$ cat src/rtl/vga_texto_render.sv
// Eight-cell text overlay renderer: two pixel_tick stages from coordinates to rgb, text latched per frame.
// Optional build macro BLINK_CURSOR_EN adds a frame counter that blinks the cell at cursor_pos.
module vga_texto_render #(
    parameter int          X0 = 256,
    parameter int          Y0 = 224,
    parameter logic [11:0] FG = 12'hFFF,
    parameter logic [11:0] BG = 12'h000
) (
    input  logic        clk,
    input  logic        reset,
    input  logic        pixel_tick,
    input  logic        video_on,
    input  logic        hsync_in,
    input  logic        vsync_in,
    input  logic [9:0]  pixel_x,
    input  logic [9:0]  pixel_y,
    input  logic [47:0] text_in,
    input  logic [2:0]  cursor_pos,
    output logic [3:0]  sel_caracter,
    output logic [1:0]  AD,
    output logic [3:0]  lsby,
    input  logic [7:0]  data,
    output logic [11:0] rgb,
    output logic        hsync,
    output logic        vsync
);

    localparam logic [10:0] X_LO = 11'(X0);
    localparam logic [10:0] X_HI = 11'(X0 + 64);
    localparam logic [10:0] Y_LO = 11'(Y0);
    localparam logic [10:0] Y_HI = 11'(Y0 + 16);

    logic [47:0] r_shadow;
    logic        r_vs_prev;

    logic [3:0]  r_sel;
    logic [1:0]  r_ad;
    logic [3:0]  r_lsby;
    logic [2:0]  r_col_a;
    logic [2:0]  r_cell_a;
    logic        r_in_win_a;
    logic        r_video_a;
    logic        r_hs_a;
    logic        r_vs_a;

    logic        r_pix_b;
    logic        r_in_win_b;
    logic        r_video_b;
    logic        r_hs_b;
    logic        r_vs_b;

    logic        w_in_win;
    logic [9:0]  w_dx;
    logic [9:0]  w_dy;
    logic [2:0]  w_cell;
    logic [5:0]  w_code;
    logic        w_frame_evt;
    logic        w_glyph_bit;
    logic        w_pix;

    // Compare in 11 bits so coordinates left of/above the window never wrap into it.
    assign w_in_win = ({1'b0, pixel_x} >= X_LO) && ({1'b0, pixel_x} < X_HI) &&
                      ({1'b0, pixel_y} >= Y_LO) && ({1'b0, pixel_y} < Y_HI);
    assign w_dx        = pixel_x - X_LO[9:0];
    assign w_dy        = pixel_y - Y_LO[9:0];
    assign w_cell      = w_dx[5:3];
    assign w_frame_evt = r_vs_prev & ~vsync_in;

    always_comb begin
        w_code = '0;
        for (int k = 0; k < 8; k++) begin
            if (w_cell == 3'(k)) begin
                w_code = r_shadow[6*k +: 6];
            end
        end
    end

    always_ff @(posedge clk) begin
        if (reset) begin
            r_shadow   <= '0;
            r_vs_prev  <= 1'b1;
            r_sel      <= '0;
            r_ad       <= '0;
            r_lsby     <= '0;
            r_col_a    <= '0;
            r_cell_a   <= '0;
            r_in_win_a <= 1'b0;
            r_video_a  <= 1'b0;
            r_hs_a     <= 1'b1;
            r_vs_a     <= 1'b1;
        end else if (pixel_tick) begin
            r_vs_prev  <= vsync_in;
            if (w_frame_evt) begin
                r_shadow <= text_in;
            end
            r_sel      <= w_in_win ? w_code[5:2] : 4'd0;
            r_ad       <= w_in_win ? w_code[1:0] : 2'd0;
            r_lsby     <= w_in_win ? w_dy[3:0]   : 4'd0;
            r_col_a    <= w_dx[2:0];
            r_cell_a   <= w_cell;
            r_in_win_a <= w_in_win;
            r_video_a  <= video_on;
            r_hs_a     <= hsync_in;
            r_vs_a     <= vsync_in;
        end
    end

    // The ROM answers combinationally for the address held in stage A; bit 7 is column 0.
    assign w_glyph_bit = data[~r_col_a] & r_in_win_a;

`ifdef BLINK_CURSOR_EN
    logic [4:0] r_blink_cnt;

    always_ff @(posedge clk) begin
        if (reset) begin
            r_blink_cnt <= '0;
        end else if (pixel_tick && w_frame_evt) begin
            r_blink_cnt <= r_blink_cnt + 5'd1;
        end
    end

    assign w_pix = w_glyph_bit ^ (r_in_win_a & r_blink_cnt[4] & (r_cell_a == cursor_pos));
`else
    logic w_unused_cursor;

    assign w_unused_cursor = ^{cursor_pos, r_cell_a};
    assign w_pix           = w_glyph_bit;
`endif

    always_ff @(posedge clk) begin
        if (reset) begin
            r_pix_b    <= 1'b0;
            r_in_win_b <= 1'b0;
            r_video_b  <= 1'b0;
            r_hs_b     <= 1'b1;
            r_vs_b     <= 1'b1;
        end else if (pixel_tick) begin
            r_pix_b    <= w_pix;
            r_in_win_b <= r_in_win_a;
            r_video_b  <= r_video_a;
            r_hs_b     <= r_hs_a;
            r_vs_b     <= r_vs_a;
        end
    end

    logic w_unused_coord;
    assign w_unused_coord = ^{w_dx[9:6], w_dy[9:4]};

    assign sel_caracter = r_sel;
    assign AD           = r_ad;
    assign lsby         = r_lsby;
    assign rgb          = !r_video_b ? 12'h000 : (r_pix_b ? FG : (r_in_win_b ? BG : 12'h000));
    assign hsync        = r_hs_b;
    assign vsync        = r_vs_b;

endmodule

$ cat config.mk
export PLATFORM = sky130hd
export DESIGN_NAME = vga_texto_render
export DESIGN_NICKNAME = d
export VERILOG_FILES = /design/src/rtl/vga_texto_render.sv
export SDC_FILE = /design/constraint.sdc
export NUM_CORES = 1
export LEC_CHECK = 0
export BUFFER_PORTS_ARGS = -buffer_cell sky130_fd_sc_hd__buf_2
export CORE_ASPECT_RATIO = 1.25
export CORE_MARGIN = 2
export CORE_UTILIZATION = 53
export DETAILED_ROUTE_END_ITERATION = 12
export GPL_ROUTABILITY_DRIVEN = 0
export PLACE_DENSITY = 0.94
export SYNTH_ARGS = -nofsm -noshare
export SYNTH_HDL_FRONTEND = slang
export SYNTH_SLANG_ARGS = --single-unit
export TNS_END_PERCENT = 20
$ cat constraint.sdc
create_clock -name clk -period 4.5 [get_ports clk]
set_clock_uncertainty 0.1 [all_clocks]
set_input_delay 0.9 -clock clk [delete_from_list [all_inputs] [get_ports clk]]
set_output_delay 0.9 -clock clk [all_outputs]
set_load 0.01 [all_outputs]
==> flow_results.xml <==
<?xml version="1.0" encoding="UTF-8"?>
<metrics>
  <group name="clocking">
    <metric name="numCtsBuffers" unit="">9</metric>
    <metric name="post_cts_resize_count" unit="">0</metric>
    <metric name="tritoncts" unit="">yes</metric>
    <metric name="postCtsSetupBuffers" unit="">0</metric>
    <metric name="cts_clock_pin_slew_for_the_worst_setup_and_hold_paths" unit="ns">0.06</metric>
    <metric name="cts_sinks" unit="">69</metric>
    <metric name="largest_buffer_count_on_any_clock_path" unit="">2</metric>
    <metric name="cts_htree_levels" unit="">3</metric>
    <metric name="worst_skew_pair_later_pin_latency" unit="ns">0.35</metric>
    <metric name="buffer_type_at_the_clock_tree_root" unit="">sky130_fd_sc_hd__clkbuf_8</metric>
    <metric name="cts.hold.buffers_added" unit="">0</metric>
  </group>
  <group name="worst_setup_path">
    <metric name="worstSetupEndpointType" unit="">register</metric>
    <metric name="crit_required" unit="ns">4.67</metric>
    <metric name="critPathMaxFanout" unit="">12</metric>
    <metric name="crit_path_start_kind" unit="">input pin</metric>
    <metric name="critical_path_arrival" unit="ns">2.35</metric>
    <metric name="worst-setup-path-type" unit="">in2reg</metric>
  </group>
  <group name="sta">
    <metric name="timing.max_slew.rel_slack" unit="">0.554</metric>
    <metric name="setup_viol" unit="">0</metric>
    <metric name="max_freq" unit="MHz">459</metric>
    <metric name="slew_violations" unit="">0</metric>
    <metric name="tns" unit="ns">0</metric>
    <metric name="finalHoldViolations" unit="">0</metric>
    <metric name="final.min_clock_period" unit="ns">2.18</metric>
    <metric name="grt_setup_unrepaired" unit="">no</metric>
    <metric name="slew_worst_pin" unit="ns">0.668</metric>
    <metric name="post-route-worst-setup-slack" unit="ns">2.32</metric>
    <metric name="layout_worst_path_cycle_share" unit="">0.484</metric>
  </group>
  <group name="route">
    <metric name="drt_iter0_markers" unit="">92</metric>
    <metric name="route.vias.total" unit="">2714</metric>
    <metric name="average_vias_per_placed_instance" unit="">5.26</metric>
    <metric name="routed-wl-met2" unit="mm">3.62</metric>
    <metric name="wl_met1" unit="mm">2.82</metric>
    <metric name="routed_wire_length_per_instance" unit="µm">13.6</metric>
    <metric name="antenna_violating_nets_post_route" unit="">0</metric>
    <metric name="drc" unit="">0</metric>
    <metric name="drt_wl_total" unit="mm">7.03</metric>
    <metric name="first_pass_iters" unit="">5</metric>
    <metric name="top_layer_used" unit="">met4</metric>
    <metric name="dr_wl_met3" unit="µm">472</metric>
  </group>
  <group name="yosys">
    <metric name="ys_warn_count" unit="">0</metric>
    <metric name="synth.avg_cell_area" unit="µm²">8.28</metric>
    <metric name="ys_ff_latch" unit="">69</metric>
    <metric name="async_flop_share" unit="">0</metric>
    <metric name="synth-seq-area-share" unit="">0.452</metric>
    <metric name="post_synth_num_cell_types" unit="">35</metric>
    <metric name="synthesis.area" unit="mm²">0.00305</metric>
    <metric name="synth_enable_flop_cells" unit="">0</metric>
    <metric name="synth.net_count" unit="">454</metric>
    <metric name="synthCells" unit="">369</metric>
    <metric name="synth_ff_type" unit="">sky130_fd_sc_hd__dfxtp_1</metric>
  </group>
  <group name="placed_design">
    <metric name="port_buffers" unit="">105</metric>
    <metric name="place_ws" unit="ns">1.97</metric>
    <metric name="numPlacedInstances" unit="">504</metric>
    <metric name="dp.final_hpwl" unit="mm">5.11</metric>
  </group>
  <group name="floorplan">
    <metric name="floorplan.die.width" unit="µm">71.9</metric>
    <metric name="coreArea" unit="mm²">0.00548</metric>
    <metric name="ioPinCount" unit="">109</metric>
    <metric name="dieHeight" unit="µm">88.9</metric>
    <metric name="start_util" unit="">0.557</metric>
    <metric name="fp.dieArea" unit="mm²">0.00639</metric>
    <metric name="row_count" unit="">30</metric>
  </group>
  <group name="grt">
    <metric name="grt_use_total" unit="">0.227</metric>
    <metric name="number_of_antenna_violations_at_the_first_check_in_global_routing" unit="">0</metric>
    <metric name="first_global_vias" unit="">2554</metric>
    <metric name="globalRouteOverflowTotal" unit="">0</metric>
    <metric name="first_pass_grt_wire_length" unit="mm">11.1</metric>
    <metric name="maximum_number_of_pins_on_one_net_before_global_route_repair" unit="">68</metric>
  </group>
  <group name="power_and_ir_drop">
    <metric name="power-per-cell-area" unit="mW/mm²">326</metric>
    <metric name="cellLeakagePower" unit="nW">1.57</metric>
    <metric name="total_power" unit="mW">1.18</metric>
    <metric name="max-vdd-ir-drop" unit="mV">0.263</metric>
  </group>
  <group name="min_path">
    <metric name="min-delay-path-class" unit="">reg2reg</metric>
  </group>
  <group name="layout">
    <metric name="post_route_cells_drive_above_1_share" unit="">0.277</metric>
    <metric name="filler_cell_count" unit="">464</metric>
    <metric name="mostFrequentLayoutCells" unit="">sky130_fd_sc_hd__nand2_1, sky130_fd_sc_hd__buf_2, sky130_fd_sc_hd__dfxtp_1</metric>
    <metric name="areaGrowthSynthToFinish" unit="%">18.4</metric>
    <metric name="finish.net_count" unit="">536</metric>
    <metric name="antenna_cells_inserted" unit="">0</metric>
    <metric name="final_cells" unit="">516</metric>
    <metric name="most_common_library_cell_in_the_layout_ignoring_fill_and_taps" unit="">sky130_fd_sc_hd__nand2_1</metric>
  </group>
  <group name="run">
    <metric name="maxCapViolCount" unit="">0</metric>
  </group>
  <group name="status">
    <metric name="outcome" unit="">complete, no violations</metric>
  </group>
</metrics>
==> final timing paths <==
kind	start	end	cells after the start	slack [ns]
max reg2reg	r_col_a[0]	r_pix_b	4	2.89
min reg2reg	r_shadow[22]	r_shadow[22]	2	0.36
max	pixel_tick	sel_caracter[1]	5	2.32
min	r_shadow[22]	r_shadow[22]	2	0.36
==> where the power goes <==
part	switching, mW	internal [mW]
Combinational	0.0752	0.0629
Sequential	0.0139	0.635
Clock	0.204	0.188
==> state kept, by name, summed over array words and instances, names as in the netlist <==
signal and count:
sel_caracter 4, r_hs_a 1, r_video_b 1, lsby 4, r_col_a 3, AD 2, hsync 1, r_shadow 48
r_video_a 1, r_pix_b 1, r_vs_a 1, r_in_win_a 1, vsync 1
==> critical path, cell delays in order <==
cell and delay (ns):
sky130_fd_sc_hd__buf_2 0.28, sky130_fd_sc_hd__nor4b_2 0.33, sky130_fd_sc_hd__and4_1 0.50, sky130_fd_sc_hd__o211ai_1 0.15
sky130_fd_sc_hd__a21oi_1 0.18
==> area by class of cell <==
class	count	area, µm²	share of cell area
clock buffers	12	135	0.0374
inverters	9	33.8	0.00934
multi-input cells	254	1440	0.398
flip-flops and latches	69	1380	0.382
well taps	64	80.1	0.0221
repair buffers	108	548	0.152
==> routing by layer <==
metal / vias up / track usage
met5: - / 0
met4: 0 / 0.103
met3: 10 / 0.0569
met2: 94 / 0.408
met1: 1211 / 0.251
li1: 1399 / -
==> cells in the mapped netlist (all sizes together), types with 4 or more instances <==
master / instances / area share
nand2: 108 / 0.13
dfxtp: 69 / 0.45
a21oi: 58 / 0.096
mux2i: 30 / 0.098
buf: 25 / 0.052
clkbuf: 12 / 0.015
nor2: 12 / 0.015
inv: 9 / 0.011
o22ai: 6 / 0.012
a21boi: 5 / 0.012
a32oi: 5 / 0.014
o211ai: 5 / 0.012
a22oi: 4 / 0.0098
==> cells by family (layout without fill, tap and decap cells) <==
kind of cell / count (synthesis) / count (layout) / share of synthesized area
flops: 69 / 69 / 0.452
compound gates: 86 / 86 / 0.167
mux: 33 / 33 / 0.119
simple gates: 135 / 135 / 0.184
buf+inv: 46 / 129 / 0.0778
==> through the flow <==
stage	util	hold slack, ns	cell area [µm²]
finish	0.660	0.356	3620
global route	0.660	0.370	3620
CTS	0.660	0.355	3620
detailed placement	0.635	0.346	3480
global placement	0.635	0.342	3480
floorplan	-	0.333	3050
No activity file was read; power rests on OpenSTA's default activity.
